`src/rtl/slice_scheduler.sv`:
```
// Rotation-locked slice scheduler: measures the hall period, cuts each rotation
// into NB_SLICES equal slices and paces the column driver with SOF/start_config.
//
// Ports:
//   clk, nrst          clock, asynchronous active-low reset
//   hall               raw hall-sensor level, one rising edge per rotation
//   config_req         1-cycle request to reconfigure, word on config_in[47:0]
//   EOC, end_config    end-of-column / end-of-configuration from the driver
//   SOF, start_config  1-cycle start-of-slice / start-of-configuration pulses
//   config_data[47:0]  last requested configuration word
//   slice_idx[7:0]     slice currently displayed
//   rotation_valid     high while in RUN
//   overrun            sticky: a slice boundary arrived while the driver was busy
module slice_scheduler #(
    parameter int NB_SLICES         = 128,
    parameter int COLUMNS_PER_SLICE = 8,
    parameter int MIN_PERIOD        = 4096,
    parameter int MAX_PERIOD        = 2**26
) (
    input  logic        clk,
    input  logic        nrst,
    input  logic        hall,
    input  logic        config_req,
    input  logic [47:0] config_in,
    input  logic        EOC,
    input  logic        end_config,
    output logic        SOF,
    output logic        start_config,
    output logic [47:0] config_data,
    output logic [7:0]  slice_idx,
    output logic        rotation_valid,
    output logic        overrun
);

    localparam int SHIFT = $clog2(NB_SLICES);
    localparam int EW    = $clog2(COLUMNS_PER_SLICE + 1);
    localparam logic [31:0]   MINP     = 32'(MIN_PERIOD);
    localparam logic [31:0]   MAXP     = 32'(MAX_PERIOD);
    localparam logic [7:0]    IDX_MASK = 8'(NB_SLICES - 1);
    localparam logic [EW-1:0] EOC_LAST = EW'(COLUMNS_PER_SLICE - 1);

    typedef enum logic [1:0] {IDLE, SYNC, RUN, CONFIG} state_t;

    state_t        state;
    logic          hall_meta, hall_sync, hall_prev;
    logic [31:0]   period_cnt, period_reg, slice_timer;
    logic          had_edge, period_valid;
    logic          busy, cfg_pending;
    logic [EW-1:0] eoc_cnt;

    logic          hall_edge, timeout, edge_ok, edge_restart, go_edge;
    logic          ticking, hall_tick, timer_tick, sync_go, slice_tick;
    logic [31:0]   meas, slice_len;

    assign hall_edge    = hall_sync & ~hall_prev;
    assign timeout      = (period_cnt == MAXP);
    assign meas         = period_cnt + 32'd1;
    assign edge_ok      = hall_edge && (meas >= MINP) && (meas <= MAXP);
    // Once timed out the counter is saturated, so no edge could ever measure
    // as valid again; the next edge restarts measurement instead.
    assign edge_restart = hall_edge && timeout;
    assign go_edge      = edge_ok | edge_restart;

    assign slice_len  = period_reg >> SHIFT;
    assign ticking    = ((state == RUN) || (state == CONFIG))
                        && period_valid && !timeout;
    assign hall_tick  = ticking && edge_ok;
    assign timer_tick = ticking && (slice_timer == slice_len - 32'd1);
    // The edge that makes the period meaningful also opens slice 0.
    assign sync_go    = (state == SYNC) && edge_ok;
    assign slice_tick = hall_tick | timer_tick | sync_go;

    always_ff @(posedge clk or negedge nrst) begin
        if (!nrst) begin
            hall_meta <= 1'b0;
            hall_sync <= 1'b0;
            hall_prev <= 1'b0;
        end else begin
            hall_meta <= hall;
            hall_sync <= hall_meta;
            hall_prev <= hall_sync;
        end
    end

    always_ff @(posedge clk or negedge nrst) begin
        if (!nrst) begin
            period_cnt   <= '0;
            period_reg   <= '0;
            had_edge     <= 1'b0;
            period_valid <= 1'b0;
        end else begin
            if (go_edge)
                period_cnt <= '0;
            else if (!timeout)
                period_cnt <= period_cnt + 32'd1;
            if (edge_ok)
                period_reg <= meas;
            if (go_edge)
                had_edge <= 1'b1;
            else if (timeout)
                had_edge <= 1'b0;
            // Only an edge-to-edge measurement counts as a real period.
            if (edge_ok && had_edge)
                period_valid <= 1'b1;
            else if (timeout)
                period_valid <= 1'b0;
        end
    end

    always_ff @(posedge clk or negedge nrst) begin
        if (!nrst) begin
            slice_timer <= '0;
            slice_idx   <= '0;
        end else if (timeout || hall_tick || sync_go) begin
            slice_timer <= '0;
            slice_idx   <= '0;
        end else if (timer_tick) begin
            slice_timer <= '0;
            slice_idx   <= (slice_idx + 8'd1) & IDX_MASK;
        end else if (ticking) begin
            slice_timer <= slice_timer + 32'd1;
        end
    end

    always_ff @(posedge clk or negedge nrst) begin
        if (!nrst) begin
            state          <= IDLE;
            SOF            <= 1'b0;
            start_config   <= 1'b0;
            rotation_valid <= 1'b0;
            overrun        <= 1'b0;
            busy           <= 1'b0;
            eoc_cnt        <= '0;
            cfg_pending    <= 1'b0;
            config_data    <= '0;
        end else begin
            SOF          <= 1'b0;
            start_config <= 1'b0;
            if (config_req) begin
                config_data <= config_in;
                cfg_pending <= 1'b1;
            end
            if (busy && EOC) begin
                if (eoc_cnt == EOC_LAST) begin
                    busy    <= 1'b0;
                    eoc_cnt <= '0;
                end else begin
                    eoc_cnt <= eoc_cnt + EW'(1);
                end
            end
            unique case (state)
                IDLE: begin
                    if (cfg_pending && !busy) begin
                        start_config <= 1'b1;
                        state        <= CONFIG;
                        if (!config_req) cfg_pending <= 1'b0;
                    end else if (go_edge) begin
                        state <= SYNC;
                    end
                end
                SYNC: begin
                    if (timeout) begin
                        state <= IDLE;
                    end else if (cfg_pending && !busy) begin
                        start_config <= 1'b1;
                        state        <= CONFIG;
                        if (!config_req) cfg_pending <= 1'b0;
                    end else if (edge_ok) begin
                        state          <= RUN;
                        rotation_valid <= 1'b1;
                        if (busy) begin
                            overrun <= 1'b1;
                        end else begin
                            SOF  <= 1'b1;
                            busy <= 1'b1;
                        end
                    end
                end
                RUN: begin
                    if (timeout) begin
                        state          <= IDLE;
                        rotation_valid <= 1'b0;
                    end else if (slice_tick) begin
                        if (busy) begin
                            overrun <= 1'b1;
                        end else if (cfg_pending) begin
                            start_config   <= 1'b1;
                            state          <= CONFIG;
                            rotation_valid <= 1'b0;
                            if (!config_req) cfg_pending <= 1'b0;
                        end else begin
                            SOF  <= 1'b1;
                            busy <= 1'b1;
                        end
                    end
                end
                CONFIG: begin
                    if (end_config) begin
                        if (period_valid && !timeout) begin
                            state          <= RUN;
                            rotation_valid <= 1'b1;
                        end else begin
                            state <= IDLE;
                        end
                    end
                end
                default: state <= IDLE;
            endcase
        end
    end

endmodule

```
`config.mk`:
```
export PLATFORM = sky130hd
export DESIGN_NAME = slice_scheduler
export DESIGN_NICKNAME = d
export VERILOG_FILES = /design/src/rtl/slice_scheduler.sv
export SDC_FILE = /design/constraint.sdc
export NUM_CORES = 1
export LEC_CHECK = 0
export ABC_AREA = 1
export CORE_MARGIN = 2
export CORE_UTILIZATION = 25
export CTS_CLUSTER_DIAMETER = 40
export DETAILED_ROUTE_END_ITERATION = 12
export GPL_ROUTABILITY_DRIVEN = 0
export GPL_TIMING_DRIVEN = 0
export HOLD_SLACK_MARGIN = 0.02
export PLACE_DENSITY = 0.52
export SYNTH_ARGS = -nofsm -noshare
export SYNTH_HDL_FRONTEND = slang
export SYNTH_SLANG_ARGS = --single-unit
```
`constraint.sdc`:
```
create_clock -name clk -period 5.5 [get_ports clk]
set_clock_uncertainty 0.15 [all_clocks]
set_input_delay 1.1 -clock clk [delete_from_list [all_inputs] [get_ports clk]]
set_output_delay 1.1 -clock clk [all_outputs]
set_load 0.01 [all_outputs]
```
==> results.md <==
* Final Setup Violations at 0
* Vias in the first global route at 9043
* Rel. slew slack at 0.588
* Design Power at 3.04 mW
* Post-CTS setup buffer count at 0
* ANT cells at 0
* Leading registers by flop count: config_data x48, period_cnt x32, slice_timer x32
* Global-route wire length before repair at 46500 um
* Reg-to-Reg Start: period_cnt[21]$_DFFE_PN0P_
* Fin crit period at 3.37 ns
* Biggest register: config_data
* DR pass1 iterations at 5
* Num CTS Buffers at 17
* Placed wire-length estimate at 21100 um
* IO buf count at 111
* Final Hold Vio Count at 0
* Final Util at 0.317
* Final instance area at 12300 um2
* Reg area at 4030 um2
* Post-synthesis sequential area ratio at 0.408
* H-Tree Depth at 4
* P&R area growth vs syn at 24.4%
* DR vias at 8871
* Reg-to-reg critical path endpoint: slice_timer[25]$_DFFE_PN0P_
* Initial Utilization at 0.254
* Number of synthesized flops with an enable pin at 0
* Main synth FF type: dfrtp_1
* Placement Cell Area at 11700 um2
* DR WL/cell at 14.0 um
* CTS Root Buffer Type: clkbuf_16
* Clock power frac at 0.420
* Sink Count at 161
* CP max FO at 8
* Peak supply drop at 0.178 mV
* Initial antenna violation count at 0
* Pin count of the biggest net entering global routing at 90
* Gate power share at 0.154
* Gr usage total at 0.140
* R2R cell count at 12
* Netlist cell types at 45
* Filler cell count at 4161
* Setup TNS Final at 0 ns
* Seq pwr share at 0.425
* Internal power at 2.18 mW
* Core area at 38800 um2
* RSZ-0062 raised after global routing: false
* Worst Hold Depth at 0
* CTS clk-pin slew, worst paths at 0.07 ns
* Net Count, Synth at 1377
* CP endpoint kind: flip-flop
* Total gr overflow at 0
* Max Clock Freq at 0.297 GHz
* CTS tree: yes
* Outcome: complete, no violations
* Worst Hold Class: reg -> reg
* DRC viols at 0
* Drt initial violations at 537
* Die area at 41100 um2
* Syn. warnings at 0
* Yosys reg bits at 161
* Max FFs per register at 48
* Mapped Cells at 1313
* Power Density at 247 nW/um2
* Worst EP required at 5.70 ns
* Psw at 0.854 mW
* Antenna viol nets, final at 0
* Crit path DAT at 3.56 ns
* R2r setup slk at 2.13 ns
* Startpoint Class: flip-flop
* CTS max path bufs at 2
* Sw Ratio at 0.281
* Max-cap violation count at 0
* Area of the multi-input gates at 5100 um2
* Slew Limit Fails at 0
* Die X at 203 um
* I/O pin cnt at 114
* Layout cells sized above 1 at 0.106
* Hold endpoint: hall_sync$_DFF_PN0_
* Hold Path Origin: hall_meta$_DFF_PN0_
* CP Class: reg -> reg
* Placed Cells at 1943
* Vias per cell at 4.49
* Period utilization at 0.612
* Die height at 203 um
* CTS Hold Bufs at 0
* Leak at 5.60 nW
* CTS resizes at 0
* Nets at 1508
* Worst skew pair latency at 0.43 ns
* Routed wire length at 27600 um
* Row count at 72
* Syn_area_per_cell at 7.52 um2
* Worst-Margin Slew at 0.618 ns
* Post-Layout Cell Count at 1975
* Synthesized area at 9880 um2
* Ys async rst share at 1.00
-- Yosys cell counts, types with 5 or more instances --
cell,count,area (um2)
nand2_1,356,1340
nand3b_1,10,75.1
buf_2,7,35.0
a21oi_1,29,145
ha_1,10,125
inv_2,7,26.3
xnor2_1,18,158
clkbuf_1,15,56.3
nor4_1,7,43.8
xor2_1,37,324
o21ai_0,38,190
nor2_4,8,90.1
nor3_1,20,100
inv_1,151,567
mux2_2,48,541
nand4_1,50,313
nand3_1,70,350
nor2_2,13,81.3
dfrtp_1,161,4030
o21bai_1,5,37.5
o211ai_1,5,37.5
nand2_2,13,81.3
nor2_1,193,724
-- routing by layer --
metal	vias up	routed length [um]	global-route usage
li1	4463	-	-
met1	4192	13200	0.187
met2	195	12600	0.226
met3	21	1490	0.0376
met4	0	333	0.0305
met5	-	0	0
-- through the flow --
step	hold slack, ns	setup WS [ns]
after floorplan	0.181	3.01
after global placement	0.206	-4.10
after detailed placement	0.211	2.23
after CTS	0.230	2.18
after global routing	0.240	1.94
final	0.219	2.13
-- power by group through the flow --
stage	clock network (mW)	registers (mW)	logic, mW
final	1.28	1.29	0.468
after global routing	1.36	1.30	0.528
after CTS	1.31	1.29	0.475
after detailed placement	0	1.31	0.474
after global placement	0	1.31	0.464
after floorplan	0	1.33	0.244
-- worst max path at each step --
stage | startpoint | to | slack [ns] | cells after the start
2_1_floorplan | period_cnt[1]$_DFFE_PN0P_ | rotation_valid$_DFFE_PN0P_ | 3.01 | 16
4_1_cts | period_cnt[21]$_DFFE_PN0P_ | slice_timer[25]$_DFFE_PN0P_ | 2.18 | 12
3_5_place_dp | period_cnt[21]$_DFFE_PN0P_ | slice_timer[24]$_DFFE_PN0P_ | 2.23 | 12
3_3_place_gp | nrst | config_data[22]$_DFFE_PN0P_ | -4.10 | 1
6_report | period_cnt[21]$_DFFE_PN0P_ | slice_timer[25]$_DFFE_PN0P_ | 2.13 | 12
5_1_grt | period_reg[7]$_DFFE_PN0N_ | slice_timer[24]$_DFFE_PN0P_ | 1.94 | 17
-- layout by cell type (no fill, tap or decap), drive strengths merged, types with 7 or more instances in the layout --
cell type / synthesis / layout
nor2: 216 / 216
nand3: 75 / 75
clkdlybuf4s50: 0 / 110
mux2: 48 / 48
dfrtp: 161 / 161
nand4: 53 / 53
nand2: 371 / 371
xnor2: 18 / 18
nand3b: 10 / 10
buf: 15 / 17
ha: 10 / 10
nor3: 21 / 21
clkbuf: 15 / 33
xor2: 37 / 37
a21oi: 29 / 29
o21ai: 42 / 42
nor4: 7 / 7
inv: 158 / 168
-- logic make-up after synthesis --
group	share of synthesized area
flops	0.408
fa+ha+maj	0.0127
mux	0.0547
simple gates	0.350
other cells	0.000380
buf+inv	0.0757
xor+xnor	0.0510
compound gates	0.0480
-- area by class of cell --
type / count / share of cell area
plain buffers: 30 / 0.0123
clock buffers: 18 / 0.0357
clock inverters: 14 / 0.0150
inverters: 159 / 0.0485
multi-input cells: 963 / 0.415
flip-flops and latches: 161 / 0.328
well taps: 518 / 0.0527
repair buffers: 112 / 0.0930
-- critical path, stage by stage (launching register included) --
cell	delay [ns]
dfrtp_1	0.47
inv_1	0.12
nand4_1	0.09
or2_2	0.30
nor2_1	0.22
nand2_2	0.24
nand2_2	0.24
clkinv_1	0.37
nand4_1	0.43
inv_1	0.27
nor2_1	0.15
nand2_1	0.06
a21oi_1	0.15
Power figures use the tool's default switching activity.
